===== src/rtl/speed_ramp_controller.sv =====
// Drive-train controller: latches pedal/brake from the ADC stream, runs the gear
// interlock FSM, ramps speed on a divided tick and produces a sequential BCD readout.
module speed_ramp_controller #(
  parameter int DATA_W       = 12,
  parameter int SPEED_W      = 13,
  parameter int MAX_SPEED    = 2250,
  parameter int PEDAL_CH     = 1,
  parameter int BRAKE_CH     = 2,
  parameter int BRAKE_THRESH = 2048,
  parameter int TICK_DIV     = 500000,
  parameter int ACCEL_STEP   = 2,
  parameter int DECEL_STEP   = 1,
  parameter int COAST_STEP   = 1,
  parameter int BRAKE_STEP   = 8,
  parameter int MIN_MOVE     = 10
) (
  input  logic               sys_clk,
  input  logic               reset,
  input  logic               adc_valid,
  input  logic [4:0]         adc_channel,
  input  logic [DATA_W-1:0]  adc_data,
  input  logic [1:0]         gear_req,
  output logic [1:0]         gear_active,
  output logic [SPEED_W-1:0] speed,
  output logic               motor_fwd,
  output logic               motor_rev,
  output logic [9:0]         led_bar,
  output logic [15:0]        bcd,
  output logic               bcd_valid
);

  localparam logic [1:0] GEAR_NEUTRAL = 2'b00;
  localparam logic [1:0] GEAR_REVERSE = 2'b01;
  localparam logic [1:0] GEAR_DRIVE   = 2'b10;
  localparam logic [1:0] GEAR_PARK    = 2'b11;

  localparam int TICK_W = (TICK_DIV > 1) ? $clog2(TICK_DIV) : 1;
  localparam int PROD_W = DATA_W + SPEED_W;
  localparam int BCNT_W = $clog2(SPEED_W + 1);

  localparam logic [TICK_W-1:0]  TICK_LAST      = TICK_W'(TICK_DIV - 1);
  localparam logic [PROD_W-1:0]  MAX_SPEED_P    = PROD_W'(MAX_SPEED);
  localparam logic [SPEED_W-1:0] MAX_SPEED_S    = SPEED_W'(MAX_SPEED);
  localparam logic [SPEED_W-1:0] ACCEL_S        = SPEED_W'(ACCEL_STEP);
  localparam logic [SPEED_W-1:0] DECEL_S        = SPEED_W'(DECEL_STEP);
  localparam logic [SPEED_W-1:0] COAST_S        = SPEED_W'(COAST_STEP);
  localparam logic [SPEED_W-1:0] BRAKE_S        = SPEED_W'(BRAKE_STEP);
  localparam logic [SPEED_W-1:0] MIN_MOVE_S     = SPEED_W'(MIN_MOVE);
  localparam logic [4:0]         PEDAL_CH_C     = 5'(PEDAL_CH);
  localparam logic [4:0]         BRAKE_CH_C     = 5'(BRAKE_CH);
  localparam logic [DATA_W-1:0]  BRAKE_THRESH_C = DATA_W'(BRAKE_THRESH);
  localparam logic [BCNT_W-1:0]  BCNT_LAST      = BCNT_W'(SPEED_W);

  function automatic logic [SPEED_W-1:0] sat_sub(input logic [SPEED_W-1:0] a,
                                                 input logic [SPEED_W-1:0] b);
    return (a > b) ? (a - b) : {SPEED_W{1'b0}};
  endfunction

  function automatic logic [15:0] dabble_adjust(input logic [15:0] d);
    logic [15:0] r;
    r = d;
    for (int i = 0; i < 4; i++) begin
      if (r[4*i +: 4] >= 4'd5) r[4*i +: 4] = r[4*i +: 4] + 4'd3;
    end
    return r;
  endfunction

  logic [DATA_W-1:0]  r_pedal;
  logic               r_brake_on;
  logic [TICK_W-1:0]  r_tick_cnt;
  logic [1:0]         r_gear;
  logic [SPEED_W-1:0] r_speed;
  logic               r_motor_fwd;
  logic               r_motor_rev;
  logic               r_bcd_busy;
  logic [BCNT_W-1:0]  r_bcd_cnt;
  logic [SPEED_W-1:0] r_bcd_bin;
  logic [15:0]        r_bcd_work;
  logic [15:0]        r_bcd;
  logic               r_bcd_valid;

  logic               w_tick;
  logic [PROD_W-1:0]  w_prod;
  logic [SPEED_W-1:0] w_target;
  logic [SPEED_W:0]   w_sum;
  logic [SPEED_W-1:0] w_dec;
  logic [SPEED_W-1:0] w_speed_calc;
  logic [SPEED_W-1:0] w_speed_nxt;
  logic [1:0]         w_gear_nxt;
  logic               w_fwd_nxt;
  logic               w_rev_nxt;
  logic [15:0]        w_dabble;

  assign w_tick   = (r_tick_cnt == TICK_LAST);
  assign w_prod   = {{SPEED_W{1'b0}}, r_pedal} * MAX_SPEED_P;
  assign w_target = SPEED_W'(w_prod >> DATA_W);
  assign w_sum    = {1'b0, r_speed} + {1'b0, ACCEL_S};
  assign w_dec    = sat_sub(r_speed, DECEL_S);
  assign w_dabble = dabble_adjust(r_bcd_work);

  // Only the pedal and brake channels touch the latches; everything else is dropped
  always_ff @(posedge sys_clk or posedge reset) begin
    if (reset) begin
      r_pedal    <= {DATA_W{1'b0}};
      r_brake_on <= 1'b0;
    end else if (adc_valid) begin
      if (adc_channel == PEDAL_CH_C) r_pedal <= adc_data;
      else if (adc_channel == BRAKE_CH_C) r_brake_on <= (adc_data >= BRAKE_THRESH_C);
    end
  end

  always_comb begin
    w_speed_calc = r_speed;
    case (r_gear)
      GEAR_DRIVE, GEAR_REVERSE: begin
        if (r_brake_on) begin
          w_speed_calc = sat_sub(r_speed, BRAKE_S);
        end else if (r_speed < w_target) begin
          if (w_sum >= {1'b0, w_target}) w_speed_calc = w_target;
          else w_speed_calc = w_sum[SPEED_W-1:0];
        end else if (r_speed > w_target) begin
          if (w_dec < w_target) w_speed_calc = w_target;
          else w_speed_calc = w_dec;
        end else begin
          w_speed_calc = r_speed;
        end
      end
      GEAR_NEUTRAL: begin
        if (r_brake_on) w_speed_calc = sat_sub(r_speed, BRAKE_S);
        else w_speed_calc = sat_sub(r_speed, COAST_S);
      end
      GEAR_PARK: w_speed_calc = {SPEED_W{1'b0}};
      default:   w_speed_calc = {SPEED_W{1'b0}};
    endcase
  end

  always_comb begin
    w_speed_nxt = r_speed;
    if (!w_tick) w_speed_nxt = r_speed;
    else if (w_speed_calc > MAX_SPEED_S) w_speed_nxt = MAX_SPEED_S;
    else w_speed_nxt = w_speed_calc;
  end

  // Gear interlock: a held request is re-tried every cycle against the current speed
  always_comb begin
    w_gear_nxt = r_gear;
    if (gear_req != r_gear) begin
      case (gear_req)
        GEAR_NEUTRAL: w_gear_nxt = GEAR_NEUTRAL;
        GEAR_DRIVE, GEAR_REVERSE: begin
          if (r_speed < MIN_MOVE_S) w_gear_nxt = gear_req;
          else w_gear_nxt = r_gear;
        end
        GEAR_PARK: begin
          if (r_speed == {SPEED_W{1'b0}}) w_gear_nxt = GEAR_PARK;
          else w_gear_nxt = r_gear;
        end
        default: w_gear_nxt = r_gear;
      endcase
    end else begin
      w_gear_nxt = r_gear;
    end
  end

  // Motor enables are decoded from next-state values so they line up with gear/speed
  assign w_fwd_nxt = (w_gear_nxt == GEAR_DRIVE)   && (w_speed_nxt >= MIN_MOVE_S);
  assign w_rev_nxt = (w_gear_nxt == GEAR_REVERSE) && (w_speed_nxt >= MIN_MOVE_S);

  always_ff @(posedge sys_clk or posedge reset) begin
    if (reset) begin
      r_tick_cnt  <= {TICK_W{1'b0}};
      r_gear      <= GEAR_PARK;
      r_speed     <= {SPEED_W{1'b0}};
      r_motor_fwd <= 1'b0;
      r_motor_rev <= 1'b0;
    end else begin
      r_tick_cnt  <= w_tick ? {TICK_W{1'b0}} : (r_tick_cnt + TICK_W'(1));
      r_gear      <= w_gear_nxt;
      r_speed     <= w_speed_nxt;
      r_motor_fwd <= w_fwd_nxt;
      r_motor_rev <= w_rev_nxt;
    end
  end

  // Double-dabble: SPEED_W adjust+shift steps, then one cycle to publish the digits
  always_ff @(posedge sys_clk or posedge reset) begin
    if (reset) begin
      r_bcd_busy  <= 1'b0;
      r_bcd_cnt   <= {BCNT_W{1'b0}};
      r_bcd_bin   <= {SPEED_W{1'b0}};
      r_bcd_work  <= 16'h0000;
      r_bcd       <= 16'h0000;
      r_bcd_valid <= 1'b0;
    end else begin
      r_bcd_valid <= 1'b0;
      if (r_bcd_busy) begin
        if (r_bcd_cnt == BCNT_LAST) begin
          r_bcd       <= r_bcd_work;
          r_bcd_valid <= 1'b1;
          r_bcd_busy  <= 1'b0;
        end else begin
          {r_bcd_work, r_bcd_bin} <= {w_dabble, r_bcd_bin} << 1;
          r_bcd_cnt               <= r_bcd_cnt + BCNT_W'(1);
        end
      end else if (w_tick) begin
        r_bcd_bin  <= w_speed_nxt;
        r_bcd_work <= 16'h0000;
        r_bcd_cnt  <= {BCNT_W{1'b0}};
        r_bcd_busy <= 1'b1;
      end
    end
  end

  assign gear_active = r_gear;
  assign speed       = r_speed;
  assign motor_fwd   = r_motor_fwd;
  assign motor_rev   = r_motor_rev;
  assign led_bar     = r_speed[SPEED_W-1 -: 10];
  assign bcd         = r_bcd;
  assign bcd_valid   = r_bcd_valid;

endmodule


===== config.mk =====
export PLATFORM = sky130hd
export DESIGN_NAME = speed_ramp_controller
export DESIGN_NICKNAME = d
export VERILOG_FILES = /design/src/rtl/speed_ramp_controller.sv
export SDC_FILE = /design/constraint.sdc
export NUM_CORES = 1
export LEC_CHECK = 0
export BUFFER_PORTS_ARGS = -buffer_cell sky130_fd_sc_hd__buf_2
export CORE_MARGIN = 5
export CORE_UTILIZATION = 52
export CTS_BUF_LIST = sky130_fd_sc_hd__clkbuf_16
export DETAILED_ROUTE_END_ITERATION = 16
export PLACE_DENSITY = 0.74
export SETUP_SLACK_MARGIN = 0.05
export SKIP_CTS_REPAIR_TIMING = 1
export SLEW_MARGIN = 30
export SYNTH_ARGS = -nofsm -noshare
export SYNTH_HDL_FRONTEND = slang
export SYNTH_SLANG_ARGS = --single-unit

===== constraint.sdc =====
create_clock -name sys_clk -period 11.94 [get_ports sys_clk]
set_clock_uncertainty 0.1 [all_clocks]
set_input_delay 1.791 -clock sys_clk [delete_from_list [all_inputs] [get_ports sys_clk]]
set_output_delay 1.791 -clock sys_clk [all_outputs]
set_load 0.02 [all_outputs]

# Yosys cells after proc, flatten, opt, wreduce, memory -nomap -nowiden
# Cells that the tools add are included.
dict set report word_totals {
  reg_bits 100
  latch_bits 0
  ramBits 0
  romBits 0
  inputBits 22
  word_cells 98
  memories 0
}
dict set report classes {
  add_sub_neg 9
  mul 1
  div_mod_pow 0
  order_cmp 14
  n_eq_ne 14
  shift 0
  n_mux 34
  bitwise 1
  n_reduce_logical 12
}
# op count
set op_table {}
lappend op_table {{2-to-1 mux 13 bit} 13}
lappend op_table {{2-to-1 mux 16 bit} 3}
lappend op_table {{one-hot mux 13 bit (3 select lines)} 1}
lappend op_table {{< comparator 13 x 12 -> 1 bit} 2}
lappend op_table {{2-to-1 mux 4 bit} 6}
lappend op_table {{multiplier 12 x 11 -> 23 bit, second input constant} 1}
lappend op_table {{adder 19 x 1 -> 19 bit, second input constant} 1}
lappend op_table {{== test 19 bit, second input constant} 1}
lappend op_table {{2-to-1 mux 19 bit} 1}
lappend op_table {{>= comparator 4 x 3 -> 1 bit, second input constant} 4}
lappend op_table {{adder 13 x 2 -> 14 bit, second input constant} 1}
lappend op_table {{>= comparator 14 x 12 -> 1 bit} 1}
lappend op_table {{>= comparator 13 x 4 -> 1 bit, second input constant} 1}
lappend op_table {{greater-than comparator 13 x 1 -> 1 bit, second input constant} 1}
lappend op_table {{greater-than comparator 13 x 12 -> 1 bit} 1}
lappend op_table {{greater-than comparator 13 x 12 -> 1 bit, second input constant} 1}
lappend op_table {{greater-than comparator 13 x 4 -> 1 bit, second input constant} 1}
lappend op_table {{zero test 13 bit} 1}
lappend op_table {{< comparator 13 x 4 -> 1 bit, second input constant} 1}
lappend op_table {{subtractor 13 x 1 -> 13 bit, second input constant} 1}
lappend op_table {{subtractor 13 x 4 -> 13 bit, second input constant} 1}
lappend op_table {{adder 4 x 2 -> 4 bit, second input constant} 3}
lappend op_table {{>= comparator 12 bit, second input constant} 1}
lappend op_table {{== test 2 bit, second input constant} 5}
lappend op_table {{other kinds (19)} 32}

# Logic depth before layout (Yosys ltp)
# Gate-level depths: netlist (run 1).
dict set report depth {
  word_depth 13
  depth_mapped 34
}

# Worst setup path before layout (run 1)
# No wires, ideal clock.
dict set report synth_path {
  path_kind {register to register}
  start {register r_pedal[7]}
  end {register r_bcd_bin[1]}
  setup_time_ns 0.076
  arrival_ns 7.759
  required_ns 11.764
  path_slack_ns 4.004
  path_stages_with_launch 33
  path_buffers 2
  path_cell_list {dfrtp_1 -> ha_1 -> ha_1 -> fa_1 -> inv_1 -> fa_1 -> fa_1 -> inv_1 -> ha_1 -> a21oi_1 -> o21a_1 -> o21ai_1 -> a21o_1 -> a21oi_1 -> xnor2_1 -> inv_1 -> ha_1 -> a21oi_1 -> o21ai_0 -> a211oi_1 -> a41o_1 -> o211ai_1 -> and3_1 -> buf_2 -> or3_1 -> a311o_1 -> a31oi_1 -> o31ai_1 -> a2111o_1 -> a221oi_4 -> buf_6 -> nor3_1 -> o21ai_1}
}
dict set report synth_between {
  elab_chain_cells 12
  elab_cells_between_ends 16
  cone_classes {mul (1); order compare (5); mux (10)}
}
# item line
set synth_rtl {}
lappend synth_rtl {{start: declaration} 68} ;# logic [DATA_W-1:0] r_pedal;
lappend synth_rtl {{start signal: assignment} 104} ;# r_pedal <= {DATA_W{1'b0}};
lappend synth_rtl {{start signal: assignment} 107} ;# if (adc_channel == PEDAL_CH_C) r_pedal <= adc_data;
lappend synth_rtl {{multiplier 12 x 11 -> 23 bit (*)} 95} ;# assign w_prod = {{SPEED_W{1'b0}}, r_pedal} * MAX_SPEED_P;
lappend synth_rtl {{< comparator 13 x 12 -> 1 bit} 122} ;# if (w_dec < w_target) w_speed_calc = w_target;
lappend synth_rtl {{2-to-1 mux 13 bit} 122}
lappend synth_rtl {{2-to-1 mux 13 bit} 121} ;# end else if (r_speed > w_target) begin
lappend synth_rtl {{2-to-1 mux 13 bit (*)} 118} ;# end else if (r_speed < w_target) begin
lappend synth_rtl {{2-to-1 mux 13 bit (*)} 116} ;# if (r_brake_on) begin
lappend synth_rtl {{one-hot mux 13 bit (3 select lines) (*)} 114} ;# case (r_gear)
lappend synth_rtl {{greater-than comparator 13 x 12 -> 1 bit} 140} ;# else if (w_speed_calc > MAX_SPEED_S) w_speed_nxt = MAX_SPEED_S;
lappend synth_rtl {{2-to-1 mux 13 bit (*)} 140}
lappend synth_rtl {{2-to-1 mux 13 bit (*)} 139} ;# if (!w_tick) w_speed_nxt = r_speed;
lappend synth_rtl {{2-to-1 mux 13 bit (*)} 205} ;# end else if (w_tick) begin
lappend synth_rtl {{2-to-1 mux 13 bit (*)} 196} ;# if (r_bcd_busy) begin
lappend synth_rtl {{end signal: assignment} 190} ;# r_bcd_bin <= {SPEED_W{1'b0}};
lappend synth_rtl {{end signal: assignment} 202} ;# {r_bcd_work, r_bcd_bin} <= {w_dabble, r_bcd_bin} << 1;
lappend synth_rtl {{end signal: assignment} 206} ;# r_bcd_bin <= w_speed_nxt;
lappend synth_rtl {{end: declaration} 77} ;# logic [SPEED_W-1:0] r_bcd_bin;
# Every way passes the cells marked *; elsewhere a longest branch is shown, timed or not. The select of a mux whose other input is x is not followed.
# A chain may end at the register's enable or synchronous reset.

# Final worst setup path (run 1)
dict set report layout_path {
  start {register r_pedal[5]}
  end {register r_motor_fwd (netlist: motor_fwd)}
}
dict set report layout_between {
  elab_chain_cells 12
  elab_cells_between_ends 16
  cone_classes {mul (1); order compare (6); mux (8); reduce/logical (1)}
}
# item line
set layout_rtl {}
lappend layout_rtl {{multiplier 12 x 11 -> 23 bit (*)} 95}
lappend layout_rtl {{< comparator 13 x 12 -> 1 bit} 122}
lappend layout_rtl {{2-to-1 mux 13 bit} 122}
lappend layout_rtl {{2-to-1 mux 13 bit} 121}
lappend layout_rtl {{2-to-1 mux 13 bit (*)} 118}
lappend layout_rtl {{2-to-1 mux 13 bit (*)} 116}
lappend layout_rtl {{one-hot mux 13 bit (3 select lines) (*)} 114}
lappend layout_rtl {{greater-than comparator 13 x 12 -> 1 bit} 140}
lappend layout_rtl {{2-to-1 mux 13 bit (*)} 140}
lappend layout_rtl {{2-to-1 mux 13 bit (*)} 139}
lappend layout_rtl {{>= comparator 13 x 4 -> 1 bit (*)} 166} ;# assign w_fwd_nxt = (w_gear_nxt == GEAR_DRIVE) && (w_speed_nxt >= MIN_MOVE_S);
lappend layout_rtl {{logical AND 1 bit (*)} 166}
lappend layout_rtl {{via w_fwd_nxt} 90} ;# logic w_fwd_nxt;
lappend layout_rtl {{end signal: assignment} 180} ;# r_motor_fwd <= w_fwd_nxt;
lappend layout_rtl {{end: declaration} 73} ;# logic r_motor_fwd;
# The timed path passes the listed nets; every way through them passes the cells marked *.

==> results.md, run 1 <==
- Vias in the first global route: 8,248
- Row count: 49
- GRT Total Usage: 24.2%
- Internal Pwr Total: 1.14 mW
- Worst hold slack: 0.372 ns
- Die X-Extent: 146 um
- Vias per cell: 6.21
- First-pass GRT wire length: 42,700 um
- CP max stage delay: 0.68 ns
- Drt pass-1 iters: 7
- Comb pwr share: 71.5%
- Drt drc: 0
- Final ANT Viol Nets: 0
- Fmax: 111 MHz
- Clock latency on the worst-skew pair: 0.35 ns
- Library cells used by synthesis: 92
- Routed vias: 8,404
- Ys async rst share: 100%
- Max-cap viol count: 0
- PwrDens: 226 nW/um2
- Final hold vios: 0
- Outcome: finished, final reports clean
- Initial antenna violation count: 0
- # fillers: 1,632
- Setup crit end kind: flip-flop
- Die Y: 146 um
- Cell Count Post-Placement: 1,338
- Routed WL: 26,100 um
- Hold Path Class: flip-flop to flip-flop
- Footprint of the multi-input gates: 6440 um2
- Pre-CTS setup slack: 3.06 ns
- Prevailing post-synth register cell: dfrtp_1
- Req. time, crit path: 12.12 ns
- Proportion of layout cells with a drive suffix above 1: 12.1%
- Commonest non-fill, non-tap cells in the layout: ha_1 (123), nand2_1 (103), dfrtp_1 (98)
- Mapped Nets: 1,255
- Slew Viols, Final: 0
- Leak Pwr: 5.02 nW
- Core ar.: 18,000 um2
- Worst-path clk slew: 0.07 ns
- CTS buffer count: 9
- Io pins: 66
- Worst slew margin: 45.6%
- Setup Viol. Count Final: 0
- Syn Std Cell Area: 9580 um2
- CP dominant cell by count: ha_1
- Area Overhead vs Synth: 6.79%
- Seq pwr share: 16.2%
- Global placement routability congestion: 0.999
- IO buf count: 65
- Yosys reg bits: 100
- Register area: 2500 um2
- Kind of critical path: flip-flop to flip-flop
- Crit start category: flip-flop
- Non-filler cells in the finished layout: 1,354
- Die ar.: 21,200 um2
- Sequential share of the synthesized area: 26.2%
- Largest net degree at the start of global routing: 60
- Actual slew at the worst max-slew pin: 0.810 ns
- Slowest cell on the critical path: a221oi_4
- Sw Share: 50.9%
- Clock Power Share: 12.3%
- Commonest non-fill, non-tap cell in the layout: ha_1
- Post-DP Area: 9940 um2
- Final Instance Area: 10,200 um2
- Average wire per standard cell: 19.3 um
- Maximum vdd drop: 0.161 mV
- Syn avg cell area: 8.79 um2
- Clk sink count: 100
- Nets: 1,285
- Clock period minus worst slack: 9.02 ns
- Clock tree buffer depth: 2
- Initial Utilization: 53.1%
- DRC violation total after the first TritonRoute iteration: 819
- Worst path arrival time: 9.20 ns
- Setup TNS: 0 ns
- Hpwl dp: 20,000 um
- Period utilization: 75.6%
- Critical Path Fanout Max: 18
- Post-Syn Instances: 1,090
- Switching power: 1.18 mW
- Unrepaired setup endpoints after global routing: false
- CTS H-Tree Depth: 3
- Total congestion overflow: 0
- Final setup margin: 2.92 ns
- YS warnings: 0
- Number of flops mapped to enable cells by yosys: 0
- Post-layout power: 2.32 mW
- CTS Root Cell: clkbuf_16
- CTS tree: built
- Antenna diodes: 0
- Final Core Density: 56.7%
cells in the mapped netlist (12+ instances only):
cell	instances	area, um2
inv_1	82	308
o211ai_1	12	90.1
mux2i_1	14	140
nor3_1	16	80.1
dfrtp_1	98	2450
fa_1	20	400
nand2_1	103	387
buf_4	17	128
mux2_2	18	203
a31oi_1	12	75.1
o31ai_1	12	90.1
clkbuf_1	16	60.1
xor2_1	16	140
ha_1	123	1540
nand2b_1	14	87.6
xnor2_1	41	359
o21ai_0	64	320
o21a_1	13	97.6
nand3_1	27	135
nor2_1	75	282
nand4_1	16	100
a21oi_1	65	325
and3_1	16	100
layout make-up:
class                   count  share of cell area, %
flip-flops and latches    100                   24.5
repair buffers             72                   3.69
inverters                  86                   3.18
clock buffers               9                   2.20
clock inverters             7                  0.636
multi-input cells         851                   63.0
well taps                 229                   2.80
worst paths after layout:
| path | depth (start not counted) | endpoint | slack [ns] | startpoint |
|---|---|---|---|---|
| max in group asynchronous | 3 | r_bcd_bin[8]$_DFFE_PP0P_ | 9.22 | reset |
| worst max register to register | 30 | motor_fwd$_DFF_PP0_ | 2.92 | r_pedal[5]$_DFFE_PP0P_ |
| min in group asynchronous | 2 | r_tick_cnt[10]$_DFF_PP0_ | 1.39 | reset |
| worst min register to register | 2 | bcd[2]$_DFFE_PP0P_ | 0.37 | bcd[2]$_DFFE_PP0P_ |
| worst max-delay path | 30 | motor_fwd$_DFF_PP0_ | 2.92 | r_pedal[5]$_DFFE_PP0P_ |
| worst min-delay path | 2 | bcd[2]$_DFFE_PP0P_ | 0.37 | bcd[2]$_DFFE_PP0P_ |
state kept, by name, indices dropped and copies added, names as in the netlist, 2 cells and up:
name and flops:
bcd 16, gear_active 2, r_bcd_bin 13, r_bcd_cnt 4, r_bcd_work 16, r_pedal 12, r_tick_cnt 19, speed 13
worst max-delay path: cells and delay by family, from the launching register on:
| family | cells | cell delay (ns) |
|---|---|---|
| simple gates | 4 | 1.16 |
| flops | 1 | 0.46 |
| xor+xnor | 1 | 0.29 |
| buf+inv | 3 | 0.26 |
| compound gates | 15 | 3.80 |
| fa+ha+maj | 7 | 2.88 |
power by group through the flow:
stage,logic (mW),clock network (mW),registers (mW)
3_5_place_dp,1.62,0,0.381
3_3_place_gp,1.59,0,0.381
6_report,1.66,0.285,0.376
4_1_cts,1.63,0.289,0.375
2_1_floorplan,1.23,0,0.371
5_1_grt,1.87,0.303,0.378
kinds of logic after synthesis:
family	after synthesis	share of synthesized area [%]
adder cells (fa/ha/maj)	144	20.4
multiplexers	33	3.74
AND/OR/NAND/NOR	335	17.2
AO/OA/AOI/OAI	281	20.4
flip-flops	100	26.2
XOR/XNOR	58	5.45
buffers and inverters	139	6.77
metal layers:
metal | up-vias | wire length, um | track usage (%) | part of all wire (%)
met4 | 0 | 1050 | 10.7 | 4.0
met1 | 4010 | 11400 | 33.1 | 44
met3 | 81 | 1650 | 2.99 | 6.3
met5 | - | 0 | 0 | 0
li1 | 3974 | - | - | -
met2 | 339 | 12000 | 38.5 | 46
(Power assumes the default switching activity.)
==> run 2: changes to the inputs <==
- ABC_AREA: not set -> 1
- clock period: 11.94 -> 8.6 ns (I/O delays scaled with it)
==> results.md, run 2 <==
- Kind of critical path: flip-flop to flip-flop
- Routed vias: 8,967 (+6.7%)
- CTS Root Cell: clkbuf_16
- Post-Syn Instances: 1,351 (+24%)
- Clock latency on the worst-skew pair: 0.33 ns (-0.02 ns)
- Setup TNS: 0 ns (unchanged)
- Worst R2R Start: r_pedal[7]$_DFFE_PP0P_
- Setup Viol. Count Final: 0 (unchanged)
- Worst-path clk slew: 0.07 ns (about the same)
- Final hold vios: 0 (unchanged)
- CP max stage delay: 0.55 ns (-0.13 ns)
- Commonest non-fill, non-tap cell in the layout: nand2_1
- DRC violation total after the first TritonRoute iteration: 664 (-19%)
- Max-cap viol count: 0 (unchanged)
- Ranking of synthesized cells by area: dfrtp_1 (25%), ha_1 (16%), nand2_1 (11%)
- Die Y: 148 um (+1.4%)
- Yosys reg bits: 100 (unchanged)
- Antenna diodes: 0 (unchanged)
- Initial Utilization: 52.8% (-0.37 points)
- Number of flops mapped to enable cells by yosys: 0 (unchanged)
- Clock Power Share: 11.5% (-0.8 points)
- Clk sink count: 100 (unchanged)
- Switching power: 1.77 mW (+50%)
- Clock tree buffer depth: 2 (unchanged)
- Req. time, crit path: 8.73 ns (-3.39 ns)
- Die X-Extent: 148 um (+1.4%)
- Worst slew margin: 42.4% (-3.2 points)
- Hold Path Class: flip-flop to flip-flop
- CTS H-Tree Depth: 3 (unchanged)
- # fillers: 1,804 (+11%)
- Fmax: 127 MHz (+14%)
- YS warnings: 0 (unchanged)
- Largest register FFs: 19 (unchanged)
- Seq pwr share: 15.4% (-0.8 points)
- R2R depth: 39 (+30%)
- Total congestion overflow: 0 (unchanged)
- Final ANT Viol Nets: 0 (unchanged)
- Unrepaired setup endpoints after global routing: false
- Vias per cell: 5.50 (-11%)
- Syn avg cell area: 7.31 um2 (-17%)
- Hpwl dp: 20,500 um (+2.6%)
- IO buf count: 65 (unchanged)
- Routed WL: 25,800 um (-1.4%)
- Maximum vdd drop: 0.198 mV (+23%)
- Flop-to-flop setup slack: 0.70 ns (-2.22 ns)
- Actual slew at the worst max-slew pin: 0.864 ns (+0.0542 ns)
- Global placement routability congestion: 0.967 (-3.1%)
- Share of the synthesized area in the top cell type: 24.8% (-0.76 points)
- Drt drc: 0 (unchanged)
- Internal Pwr Total: 1.60 mW (+41%)
- Syn Std Cell Area: 9870 um2 (+3.1%)
- Vias in the first global route: 8,739 (+6.0%)
- Sequential share of the synthesized area: 25.4% (-0.78 points)
- PwrDens: 320 nW/um2 (+41%)
- Ys async rst share: 100% (unchanged)
- Clock period minus worst slack: 7.90 ns (-1.12 ns)
- Largest net degree at the start of global routing: 60 (unchanged)
- Worst path arrival time: 8.03 ns (-1.17 ns)
- Setup crit end kind: flip-flop
- CTS tree: built
- Outcome: finished, final reports clean
- Row count: 50 (+2.0%)
- Crit start category: flip-flop
- Period utilization: 91.9% (+16 points)
- Leading area contributor after synthesis: dfrtp_1
- Hold Path Depth: 2 (unchanged)
- Drt pass-1 iters: 5 (-2)
- Most numerous cell in the Yosys netlist: nand2_1
- Core ar.: 18,700 um2 (+3.8%)
- Slew Viols, Final: 0 (unchanged)
- Io pins: 66 (unchanged)
- Slowest cell on the critical path: fa_1
- Final Core Density: 56.5% (-0.29 points)
- Area Overhead vs Synth: 6.98%
- Average wire per standard cell: 15.8 um (-18%)
- Proportion of layout cells with a drive suffix above 1: 12.1% (+0.017 points)
- Die ar.: 21,800 um2 (+2.8%)
- Nets: 1,556 (+21%)
- Most flops, register: r_tick_cnt
- Post-layout power: 3.38 mW (+46%)
- Commonest non-fill, non-tap cells in the layout: nand2_1 (288), inv_1 (200), ha_1 (123)
- CP dominant cell by count: nor2_1
- First-pass GRT wire length: 43,200 um (+1.3%)
- Min-Delay Endpoint: bcd[5]$_DFFE_PP0P_
- Hold path startpoint: bcd[5]$_DFFE_PP0P_
- Critical Path Fanout Max: 13 (-5)
- Initial antenna violation count: 0 (unchanged)
- Synth top cells by count: nand2_1 (288), inv_1 (201), ha_1 (123), nor2_1 (110), dfrtp_1 (98)
- Leak Pwr: 5.85 nW (+16%)
- Mapped Nets: 1,516 (+21%)
- Library cells used by synthesis: 55 (-40%)
- Prevailing post-synth register cell: dfrtp_1
- GRT Total Usage: 24.0% (-0.17 points)
- RR Endpoint: motor_fwd$_DFF_PP0_
- Comb pwr share: 73.2% (+1.7 points)
- CTS buffer count: 9 (unchanged)
- Sw Share: 52.5% (+1.6 points)
run 2: cell count changes in the layout (fill, tap and decap cells not counted), sizes merged, moves of 14 or more:
cell,delta
nand2,+204
mux2i,-14
o21ai,+20
nand2b,-14
and3,-14
inv,+119
nor2,+56
xnor2,-36
xor2,+15
nand3,+80
run 2: routing by layer:
| layer | vias up | track usage (%) | routed length [um] | share of wire [%] |
|---|---|---|---|---|
| met5 | - | 0 | 0 | 0 |
| met4 | 0 | 8.01 | 726 | 2.8 |
| met3 | 42 | 2.82 | 1190 | 4.6 |
| met2 | 203 | 39.7 | 11900 | 46 |
| met1 | 4223 | 32.8 | 11900 | 46 |
| li1 | 4499 | - | - | - |
run 2: kinds of logic after synthesis:
| family | synth area share, % |
|---|---|
| xor+xnor | 3.19 |
| simple gates | 28.0 |
| flops | 25.4 |
| buf+inv | 10.4 |
| fa+ha+maj | 19.6 |
| mux | 1.14 |
| compound gates | 12.3 |
run 2: worst max-delay path, delay by kind of cell (launching register included):
kind                       cells  cell delay (ns)
DFF                            1             0.47
adders and majority gates      7             2.93
and+or+nand+nor               21             2.29
xor gates and xnor gates       1             0.54
AOI/OAI and AO/OA              6             1.20
buffers and inverters          4             0.21
run 2: metrics by stage:
stage / area [um2] / setup WS (ns) / hold WS (ns) / cells
after global routing: 10600 / 0.0735 / 0.406 / 1630
after global placement: 10300 / 0.976 / 0.366 / 1614
after detailed placement: 10300 / 0.817 / 0.373 / 1614
after CTS: 10600 / 0.791 / 0.389 / 1630
final: 10600 / 0.696 / 0.385 / 1630
after floorplan: 9870 / 1.94 / 0.362 / 1351
run 2: how the worst max path moves through the flow:
stage          cells past startpoint  slack, ns                    from                   to
2_1_floorplan                     43       1.94  r_pedal[7]$_DFFE_PP0P_  motor_fwd$_DFF_PP0_
3_3_place_gp                      42       0.98  r_pedal[5]$_DFFE_PP0P_  motor_fwd$_DFF_PP0_
3_5_place_dp                      39       0.82  r_pedal[7]$_DFFE_PP0P_  motor_rev$_DFF_PP0_
4_1_cts                           39       0.79  r_pedal[7]$_DFFE_PP0P_  motor_rev$_DFF_PP0_
5_1_grt                           34       0.07  r_pedal[7]$_DFFE_PP0P_  motor_fwd$_DFF_PP0_
6_report                          39       0.70  r_pedal[7]$_DFFE_PP0P_  motor_fwd$_DFF_PP0_
run 2: cell type report:
type	count	area, um2	share of cell area (%)
tap	234	293	2.77
inverter	207	779	7.38
sequential	100	2500	23.7
multi-input combinational	1004	6340	60.1
clock inverter	7	58.8	0.557
clock buffer	9	225	2.13
timing repair buffer	69	355	3.36
run 2: power groups by stage:
stage | sequential [mW] | clock, mW | combinational, mW
floorplan | 0.515 | 0 | 1.89
global placement | 0.527 | 0 | 2.39
detailed placement | 0.528 | 0 | 2.43
CTS | 0.519 | 0.394 | 2.45
global route | 0.522 | 0.420 | 2.85
finish | 0.518 | 0.388 | 2.47
==> run 3: changes to the inputs <==
- REMOVE_ABC_BUFFERS: not set -> 1
==> results.md, run 3 (synthesis results as in run 2) <==
- Outcome: finished, final reports clean
- Clock latency on the worst-skew pair: 0.35 ns (+0.02 ns)
- Non-filler cells in the finished layout: 1,630 (unchanged)
- Worst hold slack: 0.386 ns (+0.00129 ns)
- Worst path arrival time: 7.88 ns (-0.15 ns)
- Fmax: 129 MHz (+2.1%)
- Proportion of layout cells with a drive suffix above 1: 12.2% (+0.14 points)
- IO buf count: 65 (unchanged)
- Die Y: 148 um (unchanged)
- Setup TNS: 0 ns (unchanged)
- Footprint of the multi-input gates: 6350 um2 (+0.14%)
- Crit start category: flip-flop
- Setup crit end kind: flip-flop
- Die X-Extent: 148 um (unchanged)
- Worst slew margin: 39.5% (-2.9 points)
- Total congestion overflow: 0 (unchanged)
- Drt drc: 0 (unchanged)
- PwrDens: 314 nW/um2 (-1.9%)
- Routed WL: 25,400 um (-1.3%)
- First-pass GRT wire length: 43,100 um (-0.26%)
- Antenna diodes: 0 (unchanged)
- CTS Root Cell: clkbuf_16
- CTS buffer count: 9 (unchanged)
- Routed vias: 8,935 (-0.36%)
- Final ANT Viol Nets: 0 (unchanged)
- Max-cap viol count: 0 (unchanged)
- Io pins: 66 (unchanged)
- Area Overhead vs Synth: 7.03% (about the same)
- Slowest cell on the critical path: fa_1
- CP delay by family, top: adder cells
- # fillers: 1,768 (-2.0%)
- Clock period minus worst slack: 7.74 ns (-0.162 ns)
- Hold Path Class: flip-flop to flip-flop
- Period utilization: 90.0% (-1.9 points)
- GRT Total Usage: 24.0% (-0.059 points)
- Drt pass-1 iters: 5 (unchanged)
- Req. time, crit path: 8.74 ns (about the same)
- Core ar.: 18,700 um2 (unchanged)
- Clock tree buffer depth: 2 (unchanged)
- Nets: 1,556 (unchanged)
- CP max stage delay: 0.55 ns (about the same)
- CTS H-Tree Depth: 3 (unchanged)
- Vias per cell: 5.48 (-0.36%)
- Clk sink count: 100 (unchanged)
- Unrepaired setup endpoints after global routing: false
- CP dominant cell by count: nand2_1
- Setup Viol. Count Final: 0 (unchanged)
- Most flops, register: r_tick_cnt
- Kind of critical path: flip-flop to flip-flop
- Hpwl dp: 20,100 um (-2.0%)
- Initial Utilization: 52.8% (unchanged)
- Actual slew at the worst max-slew pin: 0.902 ns (+0.0383 ns)
- Initial antenna violation count: 0 (unchanged)
- Register area: 2500 um2 (unchanged)
- Worst-path clk slew: 0.07 ns (about the same)
- CP bufs+invs: 3 (-1)
- Leak Pwr: 5.84 nW (-0.18%)
- CTS tree: built
- Row count: 50 (unchanged)
- Average wire per standard cell: 15.6 um (-1.3%)
- Commonest non-fill, non-tap cells in the layout: nand2_1 (288), inv_1 (199), ha_1 (123)
- Slew Viols, Final: 0 (unchanged)
- DRC violation total after the first TritonRoute iteration: 682 (+2.7%)
- Global placement routability congestion: 0.959 (-0.88%)
- Commonest non-fill, non-tap cell in the layout: nand2_1
- Critical Path Fanout Max: 16 (+3)
- Die ar.: 21,800 um2 (unchanged)
- Final hold vios: 0 (unchanged)
- Largest register FFs: 19 (unchanged)
- Largest net degree at the start of global routing: 72 (+20%)
- Vias in the first global route: 8,676 (-0.72%)
- Maximum vdd drop: 0.247 mV (+24%)
- Cell Count Post-Placement: 1,614 (unchanged)
[run 3: metrics by stage]
step	utilization [%]	setup slack, ns	instance area, um2	total power, mW
2_1_floorplan	-	1.78	9620	2.39
3_3_place_gp	54.9	0.729	10300	2.88
3_5_place_dp	54.9	0.546	10300	2.92
4_1_cts	56.4	0.533	10500	3.31
5_1_grt	56.5	0.137	10600	3.74
6_report	56.5	0.858	10600	3.31
[run 3: worst min-delay path, delay by kind of cell, from the launching register on]
kind               cells  cell delay, ns
DFF                    1            0.35
and+or+nand+nor        1            0.05
AOI/OAI and AO/OA      1            0.06
[run 3: cell type report]
cell class	count	area share, %
Inverter	207	7.38
Timing Repair Buffer	69	3.40
Clock buffer	9	2.13
Clock inverter	7	0.486
Multi-Input combinational cell	1004	60.1
Sequential cell	100	23.7
Tap cell	234	2.77
[run 3: power by group]
group          total [mW]  switching [mW]  internal, mW  leakage [nW]
Clock               0.377           0.180         0.198         0.134
Sequential          0.517          0.0319         0.485          1.36
Combinational        2.42            1.55         0.867          4.35
[run 3: layer usage]
metal  up-vias  part of all wire, %  global-route usage [%]  routed length (um)
met5         -                    0                       0                   0
met4         0                  2.9                    8.20                 750
met3        49                  5.4                    2.64                1390
met2       244                   47                    41.0               11900
met1      4145                   45                    31.6               11400
li1       4497                    -                       -                   -
[run 3: worst paths after layout]
path	endpoint	slack, ns	startpoint	cells past startpoint
max	motor_fwd$_DFF_PP0_	0.86	r_pedal[7]$_DFFE_PP0P_	37
max reg2reg	motor_fwd$_DFF_PP0_	0.86	r_pedal[7]$_DFFE_PP0P_	37
min in group asynchronous	bcd[15]$_DFFE_PP0P_	0.82	reset	2
min	bcd[0]$_DFFE_PP0P_	0.39	bcd[0]$_DFFE_PP0P_	2
min reg2reg	bcd[0]$_DFFE_PP0P_	0.39	bcd[0]$_DFFE_PP0P_	2
max in group asynchronous	r_tick_cnt[11]$_DFF_PP0_	6.61	reset	3
